<file path="config.mk">
export PLATFORM = sky130hd
export DESIGN_NAME = mem_port_arbiter_flat
export DESIGN_NICKNAME = d
export VERILOG_FILES = /design/src/rtl/mem_port_arbiter_pkg.sv /design/src/rtl/mem_port_arbiter_if.sv /design/src/rtl/mem_port_arbiter_prio_sel.sv /design/src/rtl/mem_port_arbiter.sv /design/src/flat_wrapper.sv
export SDC_FILE = /design/constraint.sdc
export NUM_CORES = 1
export LEC_CHECK = 0
export ABC_AREA = 1
export BUFFER_PORTS_ARGS = -buffer_cell sky130_fd_sc_hd__buf_4
export CORE_ASPECT_RATIO = 0.7
export CORE_MARGIN = 5
export CORE_UTILIZATION = 25
export CTS_CLUSTER_SIZE = 24
export DETAILED_ROUTE_END_ITERATION = 7
export MAX_ROUTING_LAYER = met4
export PLACE_DENSITY_LB_ADDON = 0.08
export SYNTH_ARGS = -nofsm -noshare
export SYNTH_HDL_FRONTEND = slang
export SYNTH_SLANG_ARGS = --single-unit
export TNS_END_PERCENT = 20
</file>
<file path="constraint.sdc">
create_clock -name clk -period 1.27 [get_ports clk]
set_input_delay 0.1905 -clock clk [delete_from_list [all_inputs] [get_ports clk]]
set_output_delay 0.1905 -clock clk [all_outputs]
set_load 0.1 [all_outputs]
</file>
<file path="src/rtl/mem_port_arbiter_pkg.sv">
// Shared encodings for the IF/MEM memory-port arbiter: FSM states, owner tags,
// and the width of the fetch starvation counter.
package mem_port_arbiter_pkg;

    typedef enum logic [1:0] {
        ARB_IDLE  = 2'd0,
        ARB_ISSUE = 2'd1,
        ARB_WAIT  = 2'd2
    } arb_state_e;

    typedef enum logic {
        OWN_IF = 1'b0,
        OWN_D  = 1'b1
    } owner_e;

    localparam int CNT_W = 4;

endpackage

</file>
<file path="src/rtl/mem_port_arbiter_if.sv">
// Bus bundle between the fetch stage, the memory stage, the arbiter and memory.
// master = the arbiter's view; slave = the requesters plus the memory.
interface mem_port_arbiter_if #(
    parameter int ADDR_W = 32,
    parameter int DATA_W = 32
);
    logic                  if_req;
    logic [ADDR_W-1:0]     if_addr;
    logic                  if_gnt;
    logic                  if_rvalid;
    logic [DATA_W-1:0]     if_rdata;

    logic                  d_req;
    logic                  d_we;
    logic [ADDR_W-1:0]     d_addr;
    logic [DATA_W-1:0]     d_wdata;
    logic [DATA_W/8-1:0]   d_be;
    logic                  d_gnt;
    logic                  d_rvalid;
    logic [DATA_W-1:0]     d_rdata;

    logic                  m_req;
    logic                  m_we;
    logic [ADDR_W-1:0]     m_addr;
    logic [DATA_W-1:0]     m_wdata;
    logic [DATA_W/8-1:0]   m_be;
    logic                  m_gnt;
    logic                  m_rvalid;
    logic [DATA_W-1:0]     m_rdata;

    modport master (
        input  if_req, if_addr, d_req, d_we, d_addr, d_wdata, d_be,
        input  m_gnt, m_rvalid, m_rdata,
        output if_gnt, if_rvalid, if_rdata, d_gnt, d_rvalid, d_rdata,
        output m_req, m_we, m_addr, m_wdata, m_be
    );

    modport slave (
        output if_req, if_addr, d_req, d_we, d_addr, d_wdata, d_be,
        output m_gnt, m_rvalid, m_rdata,
        input  if_gnt, if_rvalid, if_rdata, d_gnt, d_rvalid, d_rdata,
        input  m_req, m_we, m_addr, m_wdata, m_be
    );

endinterface

</file>
<file path="src/rtl/mem_port_arbiter_prio_sel.sv">
// Winner select for the IDLE decision plus the next value of the fetch
// starvation counter; data wins unless fetch has waited STARVE_LIMIT times.
module mem_port_arbiter_prio_sel
    import mem_port_arbiter_pkg::*;
#(
    parameter int STARVE_LIMIT = 4
) (
    input  logic             i_if_req,
    input  logic             i_d_req,
    input  logic [CNT_W-1:0] i_starve_cnt,
    output logic             o_win_any,
    output owner_e           o_winner,
    output logic [CNT_W-1:0] o_starve_nxt
);

    localparam logic [CNT_W-1:0] LIMIT = CNT_W'(STARVE_LIMIT);

    logic w_force_if;

    assign w_force_if = i_if_req && (i_starve_cnt == LIMIT);

    always_comb begin
        o_win_any    = i_if_req | i_d_req;
        o_winner     = OWN_IF;
        o_starve_nxt = '0;
        if (i_d_req && !w_force_if) begin
            o_winner = OWN_D;
            // Only a data win that leaves fetch waiting counts toward starvation.
            if (i_if_req) begin
                o_starve_nxt = (i_starve_cnt >= LIMIT) ? LIMIT : i_starve_cnt + 1'b1;
            end
        end
    end

endmodule

</file>
<file path="src/rtl/mem_port_arbiter.sv">
// Serialises fetch and data requests onto one single-ported memory with at most
// one transaction in flight, steering grant/response pulses back to the owner.
module mem_port_arbiter
    import mem_port_arbiter_pkg::*;
#(
    parameter int ADDR_W       = 32,
    parameter int DATA_W       = 32,
    parameter int STARVE_LIMIT = 4
) (
    input  logic                clk,
    input  logic                reset,
    mem_port_arbiter_if.master  bus,
    output logic                busy
);

    arb_state_e            r_state;
    owner_e                r_owner;
    logic [CNT_W-1:0]      r_starve_cnt;
    logic                  r_m_req;
    logic                  r_m_we;
    logic [ADDR_W-1:0]     r_m_addr;
    logic [DATA_W-1:0]     r_m_wdata;
    logic [DATA_W/8-1:0]   r_m_be;

    logic                  w_win_any;
    owner_e                w_winner;
    logic [CNT_W-1:0]      w_starve_nxt;
    logic                  w_issue;
    logic                  w_wait;

    mem_port_arbiter_prio_sel #(
        .STARVE_LIMIT (STARVE_LIMIT)
    ) u_prio_sel (
        .i_if_req     (bus.if_req),
        .i_d_req      (bus.d_req),
        .i_starve_cnt (r_starve_cnt),
        .o_win_any    (w_win_any),
        .o_winner     (w_winner),
        .o_starve_nxt (w_starve_nxt)
    );

    always_ff @(posedge clk or negedge reset) begin
        if (!reset) begin
            r_state      <= ARB_IDLE;
            r_owner      <= OWN_IF;
            r_starve_cnt <= '0;
            r_m_req      <= 1'b0;
            r_m_we       <= 1'b0;
            r_m_addr     <= '0;
            r_m_wdata    <= '0;
            r_m_be       <= '0;
        end else begin
            case (r_state)
                ARB_IDLE: begin
                    r_starve_cnt <= w_starve_nxt;
                    if (w_win_any) begin
                        r_owner <= w_winner;
                        r_m_req <= 1'b1;
                        r_state <= ARB_ISSUE;
                        if (w_winner == OWN_D) begin
                            r_m_we    <= bus.d_we;
                            r_m_addr  <= bus.d_addr;
                            r_m_wdata <= bus.d_wdata;
                            r_m_be    <= bus.d_be;
                        end else begin
                            r_m_we    <= 1'b0;
                            r_m_addr  <= bus.if_addr;
                            r_m_wdata <= '0;
                            r_m_be    <= '1;
                        end
                    end
                end
                ARB_ISSUE: begin
                    if (bus.m_gnt) begin
                        r_m_req <= 1'b0;
                        r_state <= ARB_WAIT;
                    end
                end
                ARB_WAIT: begin
                    if (bus.m_rvalid) begin
                        r_state <= ARB_IDLE;
                    end
                end
                default: begin
                    r_state <= ARB_IDLE;
                end
            endcase
        end
    end

    // Qualifying by state keeps stray m_gnt/m_rvalid from reaching a requester.
    assign w_issue = (r_state == ARB_ISSUE);
    assign w_wait  = (r_state == ARB_WAIT);

    assign bus.if_gnt    = bus.m_gnt    & w_issue & (r_owner == OWN_IF);
    assign bus.d_gnt     = bus.m_gnt    & w_issue & (r_owner == OWN_D);
    assign bus.if_rvalid = bus.m_rvalid & w_wait  & (r_owner == OWN_IF);
    assign bus.d_rvalid  = bus.m_rvalid & w_wait  & (r_owner == OWN_D);
    assign bus.if_rdata  = bus.m_rdata;
    assign bus.d_rdata   = bus.m_rdata;

    assign bus.m_req   = r_m_req;
    assign bus.m_we    = r_m_we;
    assign bus.m_addr  = r_m_addr;
    assign bus.m_wdata = r_m_wdata;
    assign bus.m_be    = r_m_be;

    assign busy = (r_state != ARB_IDLE);

endmodule

</file>
<file path="src/flat_wrapper.sv">
// flat-port wrapper written by rule: the top's interface ports become plain ports
module mem_port_arbiter_flat import mem_port_arbiter_pkg::*;
#(
    parameter int ADDR_W       = 32,
    parameter int DATA_W       = 32,
    parameter int STARVE_LIMIT = 4
)
  (clk, reset, busy, bus_if_req, bus_if_addr, bus_d_req, bus_d_we, bus_d_addr, bus_d_wdata, bus_d_be, bus_m_gnt, bus_m_rvalid, bus_m_rdata, bus_if_gnt, bus_if_rvalid, bus_if_rdata, bus_d_gnt, bus_d_rvalid, bus_d_rdata, bus_m_req, bus_m_we, bus_m_addr, bus_m_wdata, bus_m_be);
  mem_port_arbiter_if #(.ADDR_W(ADDR_W), .DATA_W(DATA_W)) bus_i ();
  input  logic clk;
  input  logic reset;
  output logic busy;
  input wire logic [$bits(bus_i.if_req)-1:0] bus_if_req;
  input wire logic [$bits(bus_i.if_addr)-1:0] bus_if_addr;
  input wire logic [$bits(bus_i.d_req)-1:0] bus_d_req;
  input wire logic [$bits(bus_i.d_we)-1:0] bus_d_we;
  input wire logic [$bits(bus_i.d_addr)-1:0] bus_d_addr;
  input wire logic [$bits(bus_i.d_wdata)-1:0] bus_d_wdata;
  input wire logic [$bits(bus_i.d_be)-1:0] bus_d_be;
  input wire logic [$bits(bus_i.m_gnt)-1:0] bus_m_gnt;
  input wire logic [$bits(bus_i.m_rvalid)-1:0] bus_m_rvalid;
  input wire logic [$bits(bus_i.m_rdata)-1:0] bus_m_rdata;
  output wire logic [$bits(bus_i.if_gnt)-1:0] bus_if_gnt;
  output wire logic [$bits(bus_i.if_rvalid)-1:0] bus_if_rvalid;
  output wire logic [$bits(bus_i.if_rdata)-1:0] bus_if_rdata;
  output wire logic [$bits(bus_i.d_gnt)-1:0] bus_d_gnt;
  output wire logic [$bits(bus_i.d_rvalid)-1:0] bus_d_rvalid;
  output wire logic [$bits(bus_i.d_rdata)-1:0] bus_d_rdata;
  output wire logic [$bits(bus_i.m_req)-1:0] bus_m_req;
  output wire logic [$bits(bus_i.m_we)-1:0] bus_m_we;
  output wire logic [$bits(bus_i.m_addr)-1:0] bus_m_addr;
  output wire logic [$bits(bus_i.m_wdata)-1:0] bus_m_wdata;
  output wire logic [$bits(bus_i.m_be)-1:0] bus_m_be;
  assign bus_i.if_req = bus_if_req;
  assign bus_i.if_addr = bus_if_addr;
  assign bus_i.d_req = bus_d_req;
  assign bus_i.d_we = bus_d_we;
  assign bus_i.d_addr = bus_d_addr;
  assign bus_i.d_wdata = bus_d_wdata;
  assign bus_i.d_be = bus_d_be;
  assign bus_i.m_gnt = bus_m_gnt;
  assign bus_i.m_rvalid = bus_m_rvalid;
  assign bus_i.m_rdata = bus_m_rdata;
  assign bus_if_gnt = bus_i.if_gnt;
  assign bus_if_rvalid = bus_i.if_rvalid;
  assign bus_if_rdata = bus_i.if_rdata;
  assign bus_d_gnt = bus_i.d_gnt;
  assign bus_d_rvalid = bus_i.d_rvalid;
  assign bus_d_rdata = bus_i.d_rdata;
  assign bus_m_req = bus_i.m_req;
  assign bus_m_we = bus_i.m_we;
  assign bus_m_addr = bus_i.m_addr;
  assign bus_m_wdata = bus_i.m_wdata;
  assign bus_m_be = bus_i.m_be;
  mem_port_arbiter #(.ADDR_W(ADDR_W), .DATA_W(DATA_W), .STARVE_LIMIT(STARVE_LIMIT)) u_core (.clk(clk), .reset(reset), .bus(bus_i), .busy(busy));
endmodule
</file>
==> reports/qor.txt, run 1 <==
Status -> finished, violations left
Violations in the final reports -> setup timing
Tightest slew margin relative to the limit -> 70.8%
CORE AREA -> 16400 sq um
Remaining antenna violation count -> 0
PortBufs -> 181
Routed via count divided by cell count -> 4.06
# clock sinks -> 77
Number of antenna violations at the first check in global routing -> 0
Fraction of the cycle the final worst path needs -> 122%
CP Buf/Inv Count -> 3
Die area -> 19500 sq um
Gp weighted congestion -> 0.785
Sequence of cells on the critical path -> buf_4 > nor2_4 > clkinvlp_4 > buf_8
Ratio of cells with drive above 1 in the final layout -> 42.1%
Required time of the critical path -> 1080 ps
Arrival @ worst endpoint -> 1360 ps
Total global routing track utilization -> 13.2%
Die Wd -> 165 um
TritonCTS clock tree -> built
Pin count of the biggest net entering global routing -> 78
Root buffer selected by CTS -> sky130_fd_sc_hd__clkbuf_16
Skew-Pair Late Insertion Delay -> 330 ps
Post-DP HPWL -> 9.33 mm
Seq cells post-synth -> 77
Synthesized instance count -> 552
F_max -> 0.645 GHz
Worst hold-check path type -> primary input to register
Number of ports placed on the die boundary -> 278
Buffer levels on the longest clock path -> 2
Proportion of synthesized chip area in sequential cells -> 46.0%
Number of vias after detailed routing -> 3780
Starting DRC count in detailed routing -> 165
H-tree levels -> 3
Worst clock skew -> 7.19 ps
Max-slew violation total from the final report -> 0
DP Area -> 5540 sq um
Worst-path clk slew -> 60 ps
Area grow syn2layout -> 53.8%
Sum of negative setup slack -> -15320 ps
Count of filler cells inserted in the layout -> 1752
WL final -> 13.6 mm
Critical Path End Type -> primary output
Final routed DRC violation total -> 0
Grt total ovfl -> 0
Effective utilization at floorplan -> 25.5%
Highest fanout seen on the critical path -> 2
Kind of launch point of the worst setup path -> register
Instance count after placement with tap cells included -> 894
Hold Fails Final Rpt -> 0
Die extent in y -> 118 um
# Max-Cap Violations -> 0
Total CTS buffers -> 9
Global-route wire length before repair -> 20.1 mm
WS Path Type -> register to primary output
Routed WL per cell -> 14.6 um
Total of endpoints with negative setup slack in the final report -> 79
Number of search-and-repair iterations in the first detailed-routing pass -> 4
Actual slew at the worst max-slew pin -> 437 ps
Num rows -> 39
Cell class contributing the biggest share of worst-path delay -> buffers and inverters
Net count, final -> 841
Diode count -> 0
Final Worst Setup Slack -> -280 ps
RSZ-0062 raised after global routing -> true
Area of the mapped netlist -> 4190 sq um
Number of global-route vias before repair -> 3834
Post-route minimum period -> 1550 ps
Post-synthesis average cell area -> 7.58 sq um
Syn nets -> 693
Number of distinct library cell variants in the gate-level netlist after synthesis -> 20
Critical Path Slowest Stage Cell -> sky130_fd_sc_hd__dfrtp_1
Post-route cell area -> 6440 sq um
Layout Cells excl Fill -> 930
Count of synthesis-stage warnings from yosys -> 0
Slowest Stage Delay on Critical Path -> 400 ps
sequential cells by signal, indices dropped and copies added, names as in the netlist:
name                 flops
u_core.r_owner           1
u_core.bus.m_addr       32
u_core.r_starve_cnt      4
u_core.r_state           2
u_core.bus.m_wdata      32
u_core.bus.m_req         1
u_core.bus.m_be          4
u_core.bus.m_we          1
layout make-up:
type | count | area, sq um | area share, %
Clock inverter | 5 | 83.8 | 1.30
Sequential cell | 77 | 1930 | 30.0
Clock buffer | 11 | 243 | 3.77
Tap cell | 225 | 282 | 4.37
Inverter | 82 | 317 | 4.92
Timing Repair Buffer | 225 | 2060 | 32.1
Multi-Input combinational cell | 305 | 1520 | 23.6
synth_stat cells:
cell,instances,area (sq um)
sky130_fd_sc_hd__inv_2,2,7.51
sky130_fd_sc_hd__nor2_1,11,41.3
sky130_fd_sc_hd__o21ai_4,1,16.3
sky130_fd_sc_hd__dfrtp_1,77,1930
sky130_fd_sc_hd__inv_1,80,300
sky130_fd_sc_hd__o31ai_1,1,7.51
sky130_fd_sc_hd__o21ai_0,3,15.0
sky130_fd_sc_hd__o21ai_1,4,20.0
sky130_fd_sc_hd__nor2_4,2,22.5
sky130_fd_sc_hd__buf_6,3,33.8
sky130_fd_sc_hd__nand2_2,1,6.26
sky130_fd_sc_hd__buf_4,74,556
sky130_fd_sc_hd__nand3b_1,5,37.5
sky130_fd_sc_hd__ha_1,2,25.0
sky130_fd_sc_hd__clkbuf_1,1,3.75
sky130_fd_sc_hd__nand4_1,1,6.26
sky130_fd_sc_hd__buf_1,3,11.3
sky130_fd_sc_hd__nand2_1,206,773
sky130_fd_sc_hd__buf_2,7,35.0
sky130_fd_sc_hd__nand3_1,68,340
tightest hold or removal path, stage by stage:
cell and delay, ps:
sky130_fd_sc_hd__buf_4 80, sky130_fd_sc_hd__nand2_1 40, sky130_fd_sc_hd__nand2_1 40
routing by layer:
metal	share of wire, %	vias to the layer above	global-route usage, %
met4	0.83	0	2.70
li1	-	1889	-
met1	47	1753	17.6
met5	0	-	-
met2	45	114	19.9
met3	7.1	24	4.14
cell usage in the layout (no fill, tap or decap):
cell type                         n
sky130_fd_sc_hd__clkbuf_16       15
sky130_fd_sc_hd__nand3b_1         5
sky130_fd_sc_hd__inv_2            5
sky130_fd_sc_hd__inv_4            2
sky130_fd_sc_hd__ha_2             1
sky130_fd_sc_hd__buf_16           1
sky130_fd_sc_hd__nor2_1           5
sky130_fd_sc_hd__bufinv_16        2
sky130_fd_sc_hd__dfrtp_1         76
sky130_fd_sc_hd__nor2_2           1
sky130_fd_sc_hd__nor2_4           7
sky130_fd_sc_hd__nand2_8          1
sky130_fd_sc_hd__inv_1           74
sky130_fd_sc_hd__nand4_1          1
sky130_fd_sc_hd__buf_8            5
sky130_fd_sc_hd__nand2_2         19
sky130_fd_sc_hd__buf_6            9
sky130_fd_sc_hd__buf_12          14
sky130_fd_sc_hd__dfrtp_2          1
sky130_fd_sc_hd__buf_4          189
sky130_fd_sc_hd__clkbuf_1         1
sky130_fd_sc_hd__nand3_1         53
sky130_fd_sc_hd__clkinvlp_4       3
sky130_fd_sc_hd__ha_1             1
sky130_fd_sc_hd__o21ai_4          1
sky130_fd_sc_hd__nand2_1        183
sky130_fd_sc_hd__o31ai_1          1
sky130_fd_sc_hd__nand2_4          4
sky130_fd_sc_hd__dlygate4sd3_1    1
sky130_fd_sc_hd__nand3_2         15
sky130_fd_sc_hd__o21ai_1          5
sky130_fd_sc_hd__o21ai_0          2
sky130_fd_sc_hd__clkinv_4         1
sky130_fd_sc_hd__clkbuf_8         1
cell families (layout without fill, tap and decap cells):
group | count (synthesis) | in the layout | share of synthesized area, %
compound gates | 9 | 9 | 1.41
simple gates | 294 | 294 | 29.3
buf+inv | 170 | 323 | 22.6
flops | 77 | 77 | 46.0
fa+ha+maj | 2 | 2 | 0.598
per-stage QoR:
step / util, % / hold WS (ps) / setup slack (ps)
after CTS: 37.0 / 33.7 / -324
after floorplan: - / -105 / -415
after global placement: 33.8 / 259 / -105
final: 39.3 / 49.7 / -280
after global routing: 39.3 / 45.8 / -343
after detailed placement: 33.8 / 261 / -146
worst paths after layout:
path | startpoint | endpoint | slack (ps) | depth (start not counted)
min in group asynchronous | reset | u_core.bus.m_wdata[22] | 430 | 3
min | bus_d_wdata[5] | u_core.bus.m_wdata[5] | 50 | 3
min reg2reg | u_core.bus.m_wdata[10] | u_core.bus.m_wdata[10] | 480 | 2
max in group asynchronous | reset | u_core.r_state[0] | 500 | 3
max | u_core.r_state[1] | busy | -280 | 4
max reg2reg | u_core.r_state[1] | u_core.bus.m_wdata[11] | -270 | 9
timing repair:
item,in CTS,in global routing
hold buffers,1,0
pin swaps,8,14
endpoints found under the hold margin,77,0
setup buffers,6,8
resized for setup,38,48
gates cloned,1,6
setup endpoints to repair,78,79
Power of run 1 is not shown: default switching activity piles up to over one toggle a cycle in this logic, so the estimate is an artifact.
==> inputs of run 2 (changes only) <==
--- a/config.mk
+++ b/config.mk
@@ -13,7 +13,8 @@
 export CTS_CLUSTER_SIZE = 24
 export DETAILED_ROUTE_END_ITERATION = 7
 export MAX_ROUTING_LAYER = met4
-export PLACE_DENSITY_LB_ADDON = 0.08
+export PLACE_DENSITY = 0.52
+export SKIP_LAST_GASP = 1
 export SYNTH_ARGS = -nofsm -noshare
 export SYNTH_HDL_FRONTEND = slang
 export SYNTH_SLANG_ARGS = --single-unit
==> run 2 against run 1 <==
  * The run still ends with setup timing left
  * Global-route usage grew 1.8 points
  * Worst setup slack better by 21 ps
  * Critical path depth rose by 2
  * Die area stayed put
  * Highest routed layer unchanged
==> reports/qor.txt, run 2 (synthesis gave the netlist of run 1 again) <==
Status -> finished, violations left
Violations in the final reports -> setup timing
Routed via count divided by cell count -> 4.11 (+1.0%)
Routed WL per cell -> 15.5 um (+5.9%)
Total global routing track utilization -> 15.0% (+1.8 points)
Required time of the critical path -> 1080 ps (about the same)
Max-slew violation total from the final report -> 0 (unchanged)
Instance count after placement with tap cells included -> 896 (+0.22%)
Actual slew at the worst max-slew pin -> 447 ps (+9.91 ps)
Arrival @ worst endpoint -> 1340 ps (-20 ps)
Grt total ovfl -> 0 (unchanged)
Area grow syn2layout -> 61.3%
WL final -> 14.6 mm (+7.6%)
Post-route minimum period -> 1530 ps (-21.1 ps)
CORE AREA -> 16400 sq um (unchanged)
Pin count of the biggest net entering global routing -> 78 (unchanged)
H-tree levels -> 3 (unchanged)
PortBufs -> 181 (unchanged)
Number of global-route vias before repair -> 4094 (+6.8%)
Global-route wire length before repair -> 22.2 mm (+10%)
Worst Setup Slack post-DPL -> -138 ps (+7.48 ps)
Net count, final -> 856 (+1.8%)
Tightest slew margin relative to the limit -> 70.2% (-0.66 points)
Total CTS buffers -> 9 (unchanged)
Final Worst Setup Slack -> -259 ps (+21.1 ps)
Number of search-and-repair iterations in the first detailed-routing pass -> 4 (unchanged)
Die extent in y -> 118 um (unchanged)
Skew-Pair Late Insertion Delay -> 330 ps (about the same)
Commonest non-fill, non-tap cells in the layout -> 200 x sky130_fd_sc_hd__buf_4, 177 x sky130_fd_sc_hd__nand2_1, 76 x sky130_fd_sc_hd__dfrtp_1
Total area of multi-input combinational cells -> 1530 sq um (+0.58%)
Buffer levels on the longest clock path -> 2 (unchanged)
Num rows -> 39 (unchanged)
Effective utilization at floorplan -> 25.5% (unchanged)
Register area -> 1930 sq um (unchanged)
Remaining antenna violation count -> 0 (unchanged)
WS Path Type -> register to primary output
Final routed DRC violation total -> 0 (unchanged)
Highest fanout seen on the critical path -> 4 (+2)
Sum of negative setup slack -> -14610 ps (+707 ps)
Worst-path clk slew -> 70 ps (about the same)
Gp weighted congestion -> 0.828 (+5.5%)
Most common library cell in the layout ignoring fill and taps -> sky130_fd_sc_hd__buf_4
Starting DRC count in detailed routing -> 205 (+24%)
Number of ports placed on the die boundary -> 278 (unchanged)
Die area -> 19500 sq um (unchanged)
Die Wd -> 165 um (unchanged)
Layout Cells excl Fill -> 945 (+1.6%)
Number of antenna violations at the first check in global routing -> 0 (unchanged)
Post-DP HPWL -> 9.31 mm (-0.23%)
Root buffer selected by CTS -> sky130_fd_sc_hd__clkbuf_16
Worst hold-check path type -> primary input to register
Diode count -> 0 (unchanged)
Hold Fails Final Rpt -> 0 (unchanged)
TritonCTS clock tree -> built
Total of endpoints with negative setup slack in the final report -> 80 (+1.3%)
Critical Path End Type -> primary output
RSZ-0062 raised after global routing -> true
F_max -> 0.654 GHz (+1.4%)
Number of vias after detailed routing -> 3881 (+2.7%)
Count of filler cells inserted in the layout -> 1690 (-3.5%)
Fraction of the cycle the final worst path needs -> 120% (-1.7 points)
Worst clock skew -> 9.71 ps (+2.53 ps)
Kind of launch point of the worst setup path -> register
# Max-Cap Violations -> 0 (unchanged)
# clock sinks -> 77 (unchanged)
Ratio of cells with drive above 1 in the final layout -> 43.1% (+0.93 points)
-- run 2: path summary, 6_finish.rpt --
kind | end | startpoint | depth (start not counted) | slack, ps
setup / recovery | bus_if_gnt | u_core.r_state[1] | 6 | -260
max in group asynchronous | u_core.bus.m_wdata[16] | reset | 3 | 480
setup reg to reg | u_core.bus.m_wdata[29] | u_core.r_state[0] | 8 | -250
min in group asynchronous | u_core.bus.m_addr[9] | reset | 3 | 440
hold / removal | u_core.bus.m_wdata[10] | bus_d_wdata[10] | 3 | 50
hold reg to reg | u_core.bus.m_req | u_core.bus.m_req | 2 | 480
-- run 2: stage by stage --
stage          instance area [sq um]  util, %  hold WS [ps]
2_1_floorplan                   4250        -          -105
3_3_place_gp                    5560     33.9           261
3_5_place_dp                    5560     33.9           261
4_1_cts                         6640     40.5          31.6
5_1_grt                         6750     41.2          35.4
6_report                        6750     41.2          51.4
-- run 2: per-layer routing --
| layer | up-vias | global-route usage [%] | share of wire, % |
|---|---|---|---|
| li1 | 1925 | - | - |
| met1 | 1742 | 21.4 | 49 |
| met2 | 196 | 19.9 | 40 |
| met3 | 18 | 5.78 | 9.3 |
| met4 | 0 | 3.90 | 1.2 |
| met5 | - | - | 0 |
-- run 2: repair_timing --
action / CTS / global route
cloned: 9 / 2
endpoints found under the setup margin: 78 / 81
pin swaps: 12 / 11
resized for setup: 58 / 31
hold buffers: 1 / 0
buffers inserted: 27 / 2
endpoints found under the hold margin: 77 / 0
-- run 2: cell type report --
| type | count | area share (%) |
|---|---|---|
| Timing Repair Buffer | 240 | 34.2 |
| Inverter | 82 | 4.65 |
| Sequential cell | 77 | 28.6 |
| Multi-Input combinational cell | 305 | 22.7 |
| Tap cell | 225 | 4.17 |
| Clock buffer | 10 | 3.39 |
| Clock inverter | 6 | 2.35 |
-- run 2: worst max-delay path: stages (launching register included) --
cell and delay (ps):
sky130_fd_sc_hd__dfrtp_1 410, sky130_fd_sc_hd__inv_2 90, sky130_fd_sc_hd__nand2_2 60, sky130_fd_sc_hd__nor2_2 90, sky130_fd_sc_hd__inv_2 80, sky130_fd_sc_hd__nor2_4 110
sky130_fd_sc_hd__buf_12 180
Power of run 2 is left out for the same reason.
